[config.mk]
export PLATFORM = sky130hd
export DESIGN_NAME = taylor_range_reduce_flat
export DESIGN_NICKNAME = d
export VERILOG_FILES = /design/src/rtl/taylor_range_reduce_if.sv /design/src/rtl/taylor_range_reduce.sv /design/src/flat_wrapper.sv
export SDC_FILE = /design/constraint.sdc
export NUM_CORES = 1
export LEC_CHECK = 0
export BUFFER_PORTS_ARGS = -buffer_cell sky130_fd_sc_hd__buf_4
export CORE_MARGIN = 8
export CORE_UTILIZATION = 25
export CTS_CLUSTER_DIAMETER = 200
export CTS_CLUSTER_SIZE = 24
export DETAILED_ROUTE_END_ITERATION = 6
export GPL_TIMING_DRIVEN = 0
export PLACE_DENSITY = 0.5
export SLEW_MARGIN = 0
export SYNTH_ARGS = -nofsm -noshare
export SYNTH_HDL_FRONTEND = slang
export SYNTH_SLANG_ARGS = --single-unit
[constraint.sdc]
create_clock -name clock -period 4.1 [get_ports clock]
set_input_delay 0.41 -clock clock [delete_from_list [all_inputs] [get_ports clock]]
set_output_delay 0.41 -clock clock [all_outputs]
set_load 0.02 [all_outputs]
[src/rtl/taylor_range_reduce_if.sv]
// Request/response and sine-core signals of taylor_range_reduce, bundled with modports.
// mode_in exists only when TAYLOR_COS_EN is defined.
interface taylor_range_reduce_if #(
  parameter int W_IN   = 16,
  parameter int W_CORE = 12
);
  logic              start_in;
  logic [W_IN-1:0]   angle_in;
`ifdef TAYLOR_COS_EN
  logic              mode_in;
`endif
  logic              ready_out;
  logic [W_CORE-1:0] sin_out;
  logic              busy_out;
  logic [1:0]        quadrant_out;
  logic              core_start_out;
  logic [W_CORE-1:0] core_x_out;
  logic              core_ready_in;
  logic [W_CORE-1:0] core_sin_in;

  modport slave (
`ifdef TAYLOR_COS_EN
    input  mode_in,
`endif
    input  start_in, angle_in, core_ready_in, core_sin_in,
    output ready_out, sin_out, busy_out, quadrant_out, core_start_out, core_x_out
  );

  modport master (
`ifdef TAYLOR_COS_EN
    output mode_in,
`endif
    output start_in, angle_in, core_ready_in, core_sin_in,
    input  ready_out, sin_out, busy_out, quadrant_out, core_start_out, core_x_out
  );
endinterface

[src/rtl/taylor_range_reduce.sv]
// Wraps a wide fixed-point angle into [-pi,pi], folds it into [-pi/2,pi/2] and runs one
// sine-core transaction. Define TAYLOR_COS_EN to add mode_in (cosine via +pi/2 offset).
module taylor_range_reduce #(
  parameter int W_IN    = 16,
  parameter int W_CORE  = 12,
  parameter int TWO_PI  = 6434,
  parameter int PI      = 3217,
  parameter int HALF_PI = 1608
) (
  input logic                   clock,
  input logic                   reset,
  taylor_range_reduce_if.slave  bus
);
  localparam int W_ACC = W_IN + 2;

  localparam logic signed [W_ACC-1:0] TWO_PI_A   = W_ACC'(TWO_PI);
  localparam logic signed [W_ACC-1:0] PI_A       = W_ACC'(PI);
  localparam logic signed [W_ACC-1:0] NEG_PI_A   = -W_ACC'(PI);
  localparam logic signed [W_ACC-1:0] HALF_PI_A  = W_ACC'(HALF_PI);
  localparam logic signed [W_ACC-1:0] NEG_HALF_A = -W_ACC'(HALF_PI);

  localparam logic [2:0] S_IDLE = 3'd0;
  localparam logic [2:0] S_LOAD = 3'd1;
  localparam logic [2:0] S_WRAP = 3'd2;
  localparam logic [2:0] S_FOLD = 3'd3;
  localparam logic [2:0] S_CALL = 3'd4;
  localparam logic [2:0] S_ARM  = 3'd5;
  localparam logic [2:0] S_WAIT = 3'd6;
  localparam logic [2:0] S_DONE = 3'd7;

  logic [2:0]              state_q, state_d;
  logic signed [W_ACC-1:0] acc_q, acc_d;
  logic [W_CORE-1:0]       x_q, x_d;
  logic [1:0]              quad_q, quad_d;
  logic [1:0]              quad_out_q, quad_out_d;
  logic                    ready_q, ready_d;
  logic [W_CORE-1:0]       sin_q, sin_d;
  logic                    core_start_q, core_start_d;
  logic signed [W_ACC-1:0] load_val;

`ifdef TAYLOR_COS_EN
  logic mode_q, mode_d;

  always_comb begin
    load_val = W_ACC'($signed(bus.angle_in));
    if (mode_q) load_val = load_val + HALF_PI_A;
  end
`else
  always_comb begin
    load_val = W_ACC'($signed(bus.angle_in));
  end
`endif

  always_comb begin
    state_d      = state_q;
    acc_d        = acc_q;
    x_d          = x_q;
    quad_d       = quad_q;
    quad_out_d   = quad_out_q;
    ready_d      = ready_q;
    sin_d        = sin_q;
    core_start_d = core_start_q;
`ifdef TAYLOR_COS_EN
    mode_d       = mode_q;
`endif
    case (state_q)
      S_IDLE: begin
        if (bus.start_in) begin
          ready_d = 1'b0;
          state_d = S_LOAD;
`ifdef TAYLOR_COS_EN
          mode_d  = bus.mode_in;
`endif
        end
      end
      S_LOAD: begin
        acc_d   = load_val;
        state_d = S_WRAP;
      end
      S_WRAP: begin
        if (acc_q > PI_A)          acc_d = acc_q - TWO_PI_A;
        else if (acc_q < NEG_PI_A) acc_d = acc_q + TWO_PI_A;
        else                       state_d = S_FOLD;
      end
      // Folded value always fits in [-HALF_PI, HALF_PI], so plain truncation is safe.
      S_FOLD: begin
        if (acc_q > HALF_PI_A) begin
          x_d    = W_CORE'(PI_A - acc_q);
          quad_d = 2'd1;
        end else if (acc_q < NEG_HALF_A) begin
          x_d    = W_CORE'(NEG_PI_A - acc_q);
          quad_d = 2'd2;
        end else begin
          x_d    = W_CORE'(acc_q);
          quad_d = acc_q[W_ACC-1] ? 2'd3 : 2'd0;
        end
        state_d = S_CALL;
      end
      S_CALL: begin
        core_start_d = 1'b1;
        state_d      = S_ARM;
      end
      // The core's ready from the previous result is stale until it drops once.
      S_ARM: begin
        if (!bus.core_ready_in) state_d = S_WAIT;
      end
      S_WAIT: begin
        if (bus.core_ready_in) begin
          sin_d        = bus.core_sin_in;
          quad_out_d   = quad_q;
          ready_d      = 1'b1;
          core_start_d = 1'b0;
          state_d      = S_DONE;
        end
      end
      S_DONE: begin
        if (!bus.start_in) state_d = S_IDLE;
      end
      default: state_d = S_IDLE;
    endcase
  end

  always_ff @(posedge clock) begin
    if (reset) begin
      state_q      <= S_IDLE;
      acc_q        <= '0;
      x_q          <= '0;
      quad_q       <= '0;
      quad_out_q   <= '0;
      ready_q      <= 1'b0;
      sin_q        <= '0;
      core_start_q <= 1'b0;
`ifdef TAYLOR_COS_EN
      mode_q       <= 1'b0;
`endif
    end else begin
      state_q      <= state_d;
      acc_q        <= acc_d;
      x_q          <= x_d;
      quad_q       <= quad_d;
      quad_out_q   <= quad_out_d;
      ready_q      <= ready_d;
      sin_q        <= sin_d;
      core_start_q <= core_start_d;
`ifdef TAYLOR_COS_EN
      mode_q       <= mode_d;
`endif
    end
  end

  assign bus.ready_out      = ready_q;
  assign bus.sin_out        = sin_q;
  assign bus.quadrant_out   = quad_out_q;
  assign bus.core_start_out = core_start_q;
  assign bus.core_x_out     = x_q;
  assign bus.busy_out       = (state_q != S_IDLE) && (state_q != S_DONE);
endmodule

[src/flat_wrapper.sv]
// flat-port wrapper written by rule: the top's interface ports become plain ports
module taylor_range_reduce_flat 
#(
  parameter int W_IN    = 16,
  parameter int W_CORE  = 12,
  parameter int TWO_PI  = 6434,
  parameter int PI      = 3217,
  parameter int HALF_PI = 1608
)
  (clock, reset, bus_start_in, bus_angle_in, bus_core_ready_in, bus_core_sin_in, bus_ready_out, bus_sin_out, bus_busy_out, bus_quadrant_out, bus_core_start_out, bus_core_x_out);
  taylor_range_reduce_if #(.W_IN(W_IN), .W_CORE(W_CORE)) bus_i ();
  input logic clock;
  input logic reset;
  input wire logic [$bits(bus_i.start_in)-1:0] bus_start_in;
  input wire logic [$bits(bus_i.angle_in)-1:0] bus_angle_in;
  input wire logic [$bits(bus_i.core_ready_in)-1:0] bus_core_ready_in;
  input wire logic [$bits(bus_i.core_sin_in)-1:0] bus_core_sin_in;
  output wire logic [$bits(bus_i.ready_out)-1:0] bus_ready_out;
  output wire logic [$bits(bus_i.sin_out)-1:0] bus_sin_out;
  output wire logic [$bits(bus_i.busy_out)-1:0] bus_busy_out;
  output wire logic [$bits(bus_i.quadrant_out)-1:0] bus_quadrant_out;
  output wire logic [$bits(bus_i.core_start_out)-1:0] bus_core_start_out;
  output wire logic [$bits(bus_i.core_x_out)-1:0] bus_core_x_out;
  assign bus_i.start_in = bus_start_in;
  assign bus_i.angle_in = bus_angle_in;
  assign bus_i.core_ready_in = bus_core_ready_in;
  assign bus_i.core_sin_in = bus_core_sin_in;
  assign bus_ready_out = bus_i.ready_out;
  assign bus_sin_out = bus_i.sin_out;
  assign bus_busy_out = bus_i.busy_out;
  assign bus_quadrant_out = bus_i.quadrant_out;
  assign bus_core_start_out = bus_i.core_start_out;
  assign bus_core_x_out = bus_i.core_x_out;
  taylor_range_reduce #(.W_IN(W_IN), .W_CORE(W_CORE), .TWO_PI(TWO_PI), .PI(PI), .HALF_PI(HALF_PI)) u_core (.clock(clock), .reset(reset), .bus(bus_i));
endmodule
Word-level counts from Yosys, hierarchy flattened
Cells that the tools add are included.
{"block": "totals", "reg_bits": 51, "in_bits": 32, "output_inout_bits": 29, "wordCells": 62}
{"block": "op_classes", "n_addsub": 4, "order_cmp": 4, "eq_ne": 15, "mux": 20, "n_reduce_logical": 11}
{"cell": "$mux 18", "n": 2}
{"cell": "$pmux 18 s2", "n": 1}
{"cell": "$mux 12", "n": 2}
{"cell": "$pmux 3 s8", "n": 1}
{"cell": "$sub 11x12->12 const A", "n": 2}
{"cell": "$add 18x14->18 const B", "n": 1}
{"cell": "$gt 18x12->1 const B", "n": 1}
{"cell": "$gt 18x13->1 const B", "n": 1}
{"cell": "$lt 18x12->1 const B", "n": 1}
{"cell": "$lt 18x13->1 const B", "n": 1}
{"cell": "$mux 3", "n": 6}
{"cell": "$sub 18x14->18 const B", "n": 1}
{"cell": "$eq 3x3->1 const B", "n": 4}
{"cell": "$ne 2x2->1 const B", "n": 6}
{"cell": "$eq 3x2->1 const B", "n": 2}
{"cell": "$mux 2", "n": 3}
{"cell": "$reduce_and 2->1", "n": 3}
{"cell": "$reduce_and 6->1", "n": 1}
{"cell": "$reduce_bool 2->1", "n": 3}
{"cell": "$pmux 1 s2", "n": 2}
{"cell": "$eq 3x1->1 const B", "n": 1}
{"cell": "$logic_not 3->1", "n": 1}
{"cell": "$mux 1", "n": 3}
{"cell": "$ne 3x1->1 const B", "n": 1}
{"cell": "4 further kinds", "n": 4}

Longest topological paths before layout
{"block": "logic_depth", "word_depth": 4, "ltp_mapped": 16, "depth_no_buf": 14}

Worst setup path after synthesis
OpenSTA, ideal clock, no wires.
{"block": "synth_timing", "path_type": "register -> register", "from": "register u_core.acc_q[5]", "to": "register u_core.acc_q[14]", "setup_time_ns": 0.091, "arrival_ns": 3.199, "required_ns": 4.009, "setup_slack_ns": 0.810, "stages_incl_launch_ff": 16, "n_path_buf": 1, "period_less_slack_ns": 3.290, "path_cell_list": "dfxtp_1 -> buf_6 -> inv_1 -> ha_1 -> nand2_1 -> a221oi_2 -> o2111ai_2 -> nand2_1 -> inv_1 -> ha_1 -> a211oi_1 -> o211ai_1 -> a41oi_1 -> o2111ai_1 -> o41a_1 -> a311oi_1"}
{"block": "synth_via", "elab_chain_len": 4, "elab_cells_between_ends": 9, "classes_between": "add/sub: 2; order compare: 2; eq/ne: 1; mux: 3; reduce/logical: 1"}
{"item": "start: declaration", "line_no": "taylor_range_reduce.sv:32", "source": "logic signed [W_ACC-1:0] acc_q, acc_d;"}
{"item": "start signal: assignment", "line_no": "taylor_range_reduce.sv:126", "source": "acc_q <= '0;"}
{"item": "start signal: assignment", "line_no": "taylor_range_reduce.sv:138", "source": "acc_q <= acc_d;"}
{"item": "$add 18x14->18", "line_no": "taylor_range_reduce.sv:82", "source": "else if (acc_q < NEG_PI_A) acc_d = acc_q + TWO_PI_A;"}
{"item": "$mux 18", "line_no": "taylor_range_reduce.sv:82"}
{"item": "$mux 18", "line_no": "taylor_range_reduce.sv:81", "source": "if (acc_q > PI_A) acc_d = acc_q - TWO_PI_A;"}
{"item": "$pmux 18 s2", "line_no": "taylor_range_reduce.sv:66", "source": "case (state_q)"}
Parallel ways exist; a longest one is shown, timed or not. The select of a mux whose other input is x is not followed.
A chain may end at the register's enable or synchronous reset.

Worst setup path in the final report
Ends and elaborated chain as after synthesis.

==> flow_summary_export.csv <==
group,metric,value,unit
run_status,status,"finished, final reports clean",
global_route,met3_usage,2.44,%
global_route,overflow,0,
worst_setup_path,regToRegSetupSlack,0.32,ns
global_route,grtUsageMet2,19.6,%
floorplanning,start_util,25.3,%
power_and_ir_drop,leakage,1.80,nW
routing,wl_per_cell,15.7,um
synthesis,synth_area_leader_cell,"dfxtp_1",
clock_network,ctsHoldBuffers,0,
routing,drc,0,
synthesis,synth-seq-cells,51,
power_and_ir_drop,peakVddDrop,251,uV
clock_network,htree_levels,2,
floorplanning,core,14400,um^2
global_route,grt_pass1_wl,17900,um
timing,finalSetupTns,0,ns
global_route,antenna_found_initial,0,
clock_network,cts.sinks,51,
synthesis,ys_seq_area_share,28.1,%
routing,viasPerCell,4.91,
power_and_ir_drop,seqPwrFrac,20.4,%
placement,io_buffer_count,59,
synthesis,synth_warnings,0,
final_layout,nNetsFinal,593,
routing,drt_wl_total,11300,um
timing,slew_headroom,51.1,%
worst_setup_path,crit_required,4.31,ns
clock_network,numCtsBuffers,5,
timing,setup_violations,0,
floorplanning,dieWidth,136,um
worst_setup_path,critPathMaxFanout,9,
worst_setup_path,crit_start,"u_core.acc_q[5]",
clock_network,clockRootBuffer,"clkbuf_16",
worst_setup_path,cp-end-kind,"flip-flop",
floorplanning,die_area,18600,um^2
worst_setup_path,critPathKind,"flip-flop to flip-flop",
synthesis,netlist_area,3630,um^2
clock_network,insertion_delay,0.30,ns
synthesis,synth_top_area_share,28.1,%
power_and_ir_drop,pwr-share-comb,67.0,%
power_and_ir_drop,power_density,775,nW/um^2
global_route,top_usage_layer,"met2",
synthesis,syn_inst,465,
clock_network,cts_tree,"built",
global_route,groute.usage.overall,11.9,%
timing,clock_skew,0.00447,ns
timing,fmax,264,MHz
timing,period_needed,3.78,ns
floorplanning,boundaryPins,61,
power_and_ir_drop,power_switching,1.69,mW
power_and_ir_drop,swShare,48.6,%
synthesis,netlist_top_cells_area,"dfxtp_1 28%, ha_1 9.0%, nand2_1 7.9%",
synthesis,async_reset_ff_share,0,%
timing,slew_violations,0,
power_and_ir_drop,p_int,1.79,mW
placement,place_area,4300,um^2
worst_setup_path,worstPathArrival,3.99,ns
routing,num_vias,3531,
synthesis,synth.distinct_cells,60,
floorplanning,die_h,136,um
placement,place_congestion,0.862,
worst_setup_path,worst-r2r-cell-count,15,
final_layout,fillers,1553,
routing,ant_nets,0,
global_route,grt_pass1_vias,3443,
synthesis,synth_edf_count,0,
power_and_ir_drop,p_clk_share,12.6,%
worst_setup_path,r2r-end,"u_core.acc_q[14]",
routing,drt_iter0_drc,277,
final_layout,num_antenna_cells,0,
flow_run,cap_violations,0,
floorplanning,rows,44,
hold_path,hold_class,"input pin to flip-flop",
placement,hpwl,8820,um
final_layout,drive_above_1_share,18.7,%
clock_network,cts_buffer_depth,2,
synthesis,syn_nets,524,
worst_setup_path,rr_startpoint,"u_core.acc_q[5]",
routing,firstDrtPassIters,4,
worst_setup_path,start_kind,"flip-flop",
global_route,grt_use_met1,15.8,%
clock_network,path_clk_slew,0.07,ns
global_route,grt_max_degree,19,
timing,hold_viol_final,0,
timing,finalCritPeriodShare,92.3,%
final_layout,finalInstanceArea,4490,um^2
timing,grt_setup_unrepaired,"no",
synthesis,synthFlopType,"dfxtp_1",
synthesis,postSynthAreaPerCell,7.80,um^2
worst_setup_path,crit_end,"u_core.acc_q[14]",
final_layout,syn2layout_area_growth,23.8,%
timing,tightest_slew,0.731,ns
-- logic make-up after synthesis --
| group | count (synthesis) | synth area share [%] |
|---|---|---|
| adders and majority gates | 27 | 9.52 |
| xor gates and xnor gates | 15 | 3.62 |
| muxes | 11 | 3.07 |
| AOI/OAI and AO/OA | 131 | 25.1 |
| and+or+nand+nor | 178 | 23.6 |
| buffers and inverters | 52 | 6.93 |
| DFF | 51 | 28.1 |
-- timing repair --
action                                  4_1_cts  5_1_grt
gates resized for setup                       1        4
buffers inserted                              0        2
gates cloned                                  0        1
endpoints found under the setup margin        1        7
-- cell usage after synthesis (11+ instances only) --
cell type  number
nor2_1         38
nand2_1        76
ha_1           26
inv_1          17
dfxtp_1        51
a21oi_1        42
a211oi_1       14
a311oi_1       11
o21ai_0        16
clkbuf_1       22
xnor2_1        11
nor3_1         12
-- sequential cells by signal, indices dropped and copies added (netlist names) --
name / flops
u_core.acc_q: 18
u_core.bus.core_start_out: 1
u_core.bus.core_x_out: 12
u_core.bus.quadrant_out: 2
u_core.bus.ready_out: 1
u_core.bus.sin_out: 12
u_core.quad_q: 2
u_core.state_q: 3
-- metrics by stage --
step           util [%]  total power [mW]  hold slack (ns)  worst slack (ns)  std cells
2_1_floorplan         -              2.44            0.432             0.810        465
3_3_place_gp       29.9              2.94            0.445            0.0542        708
3_5_place_dp       29.9              2.98            0.450            0.0210        708
4_1_cts            31.0              3.44            0.351             0.129        716
5_1_grt            31.3              3.78            0.355           0.00689        719
6_report           31.3              3.48            0.357             0.317        719
-- per-layer routing --
metal  wire length [um]  vias up  part of all wire (%)
li1                   -     1822                     -
met1               5320     1617                    47
met2               5110       78                    45
met3                713       14                   6.3
met4                133        0                   1.2
met5                  0        -                     0
-- critical path: stages (launching register included) --
cell and delay, ns:
dfxtp_1 0.37, buf_6 0.16, inv_1 0.07, ha_1 0.21, nand2_1 0.09, a221oi_2 0.31
o2111ai_2 0.26, nand2_2 0.28, clkinvlp_4 0.21, ha_1 0.32, a211oi_1 0.33, o211ai_1 0.21
a41oi_2 0.33, o2111ai_1 0.14, o41a_1 0.14, a311oi_1 0.25
-- cell usage in the layout, fill, tap and decap left out, types with 2 or more instances in the layout --
cell type,instances
a21oi_1,42
buf_6,6
nor3_1,12
a311oi_1,11
nor2_1,38
a31oi_1,3
nand4_1,2
nor4b_1,2
o21ai_0,16
a211oi_1,14
inv_1,16
mux2i_1,10
a221oi_1,2
buf_2,6
xor2_1,4
nand3b_1,7
o211ai_1,6
ha_1,26
xnor2_1,11
clkbuf_1,22
dfxtp_1,50
and3_1,5
nor2b_1,7
nand2_1,75
o2111ai_1,2
a31o_2,3
o311ai_0,2
nand4b_1,3
o31ai_1,2
clkbuf_16,5
nand2b_1,8
nor3b_1,3
inv_6,2
a21o_1,6
buf_4,62
a211o_1,6
clkinvlp_4,2
nand3_1,7
-- power by group through the flow --
stage	registers, mW	logic (mW)	clock network (mW)
2_1_floorplan	0.710	1.73	0
3_3_place_gp	0.716	2.22	0
3_5_place_dp	0.720	2.26	0
4_1_cts	0.709	2.28	0.449
5_1_grt	0.725	2.58	0.472
6_report	0.709	2.33	0.439
-- worst min path at each step --
stage                                start                    endpoint  slack (ns)  cells after the start
CTS                     bus_core_sin_in[3]       u_core.bus.sin_out[3]        0.35                      3
finish                 bus_core_sin_in[11]      u_core.bus.sin_out[11]        0.36                      3
floorplan                 u_core.quad_q[0]  u_core.bus.quadrant_out[0]        0.43                      2
detailed placement  u_core.bus.sin_out[11]      u_core.bus.sin_out[11]        0.45                      2
global route            bus_core_sin_in[6]       u_core.bus.sin_out[6]        0.35                      3
global placement     u_core.bus.sin_out[7]       u_core.bus.sin_out[7]        0.44                      2
-- layout make-up --
cell class | instances | area [um^2] | area share [%]
plain buffers | 35 | 188 | 4.18
clock buffers | 5 | 125 | 2.79
clock inverters | 3 | 26.3 | 0.585
inverters | 17 | 67.6 | 1.50
multi-input cells | 362 | 2370 | 52.7
flip-flops and latches | 51 | 1020 | 22.8
well taps | 184 | 230 | 5.13
repair buffers | 61 | 458 | 10.2
repair inverters | 1 | 7.51 | 0.167
Power figures use the tool's default switching activity.
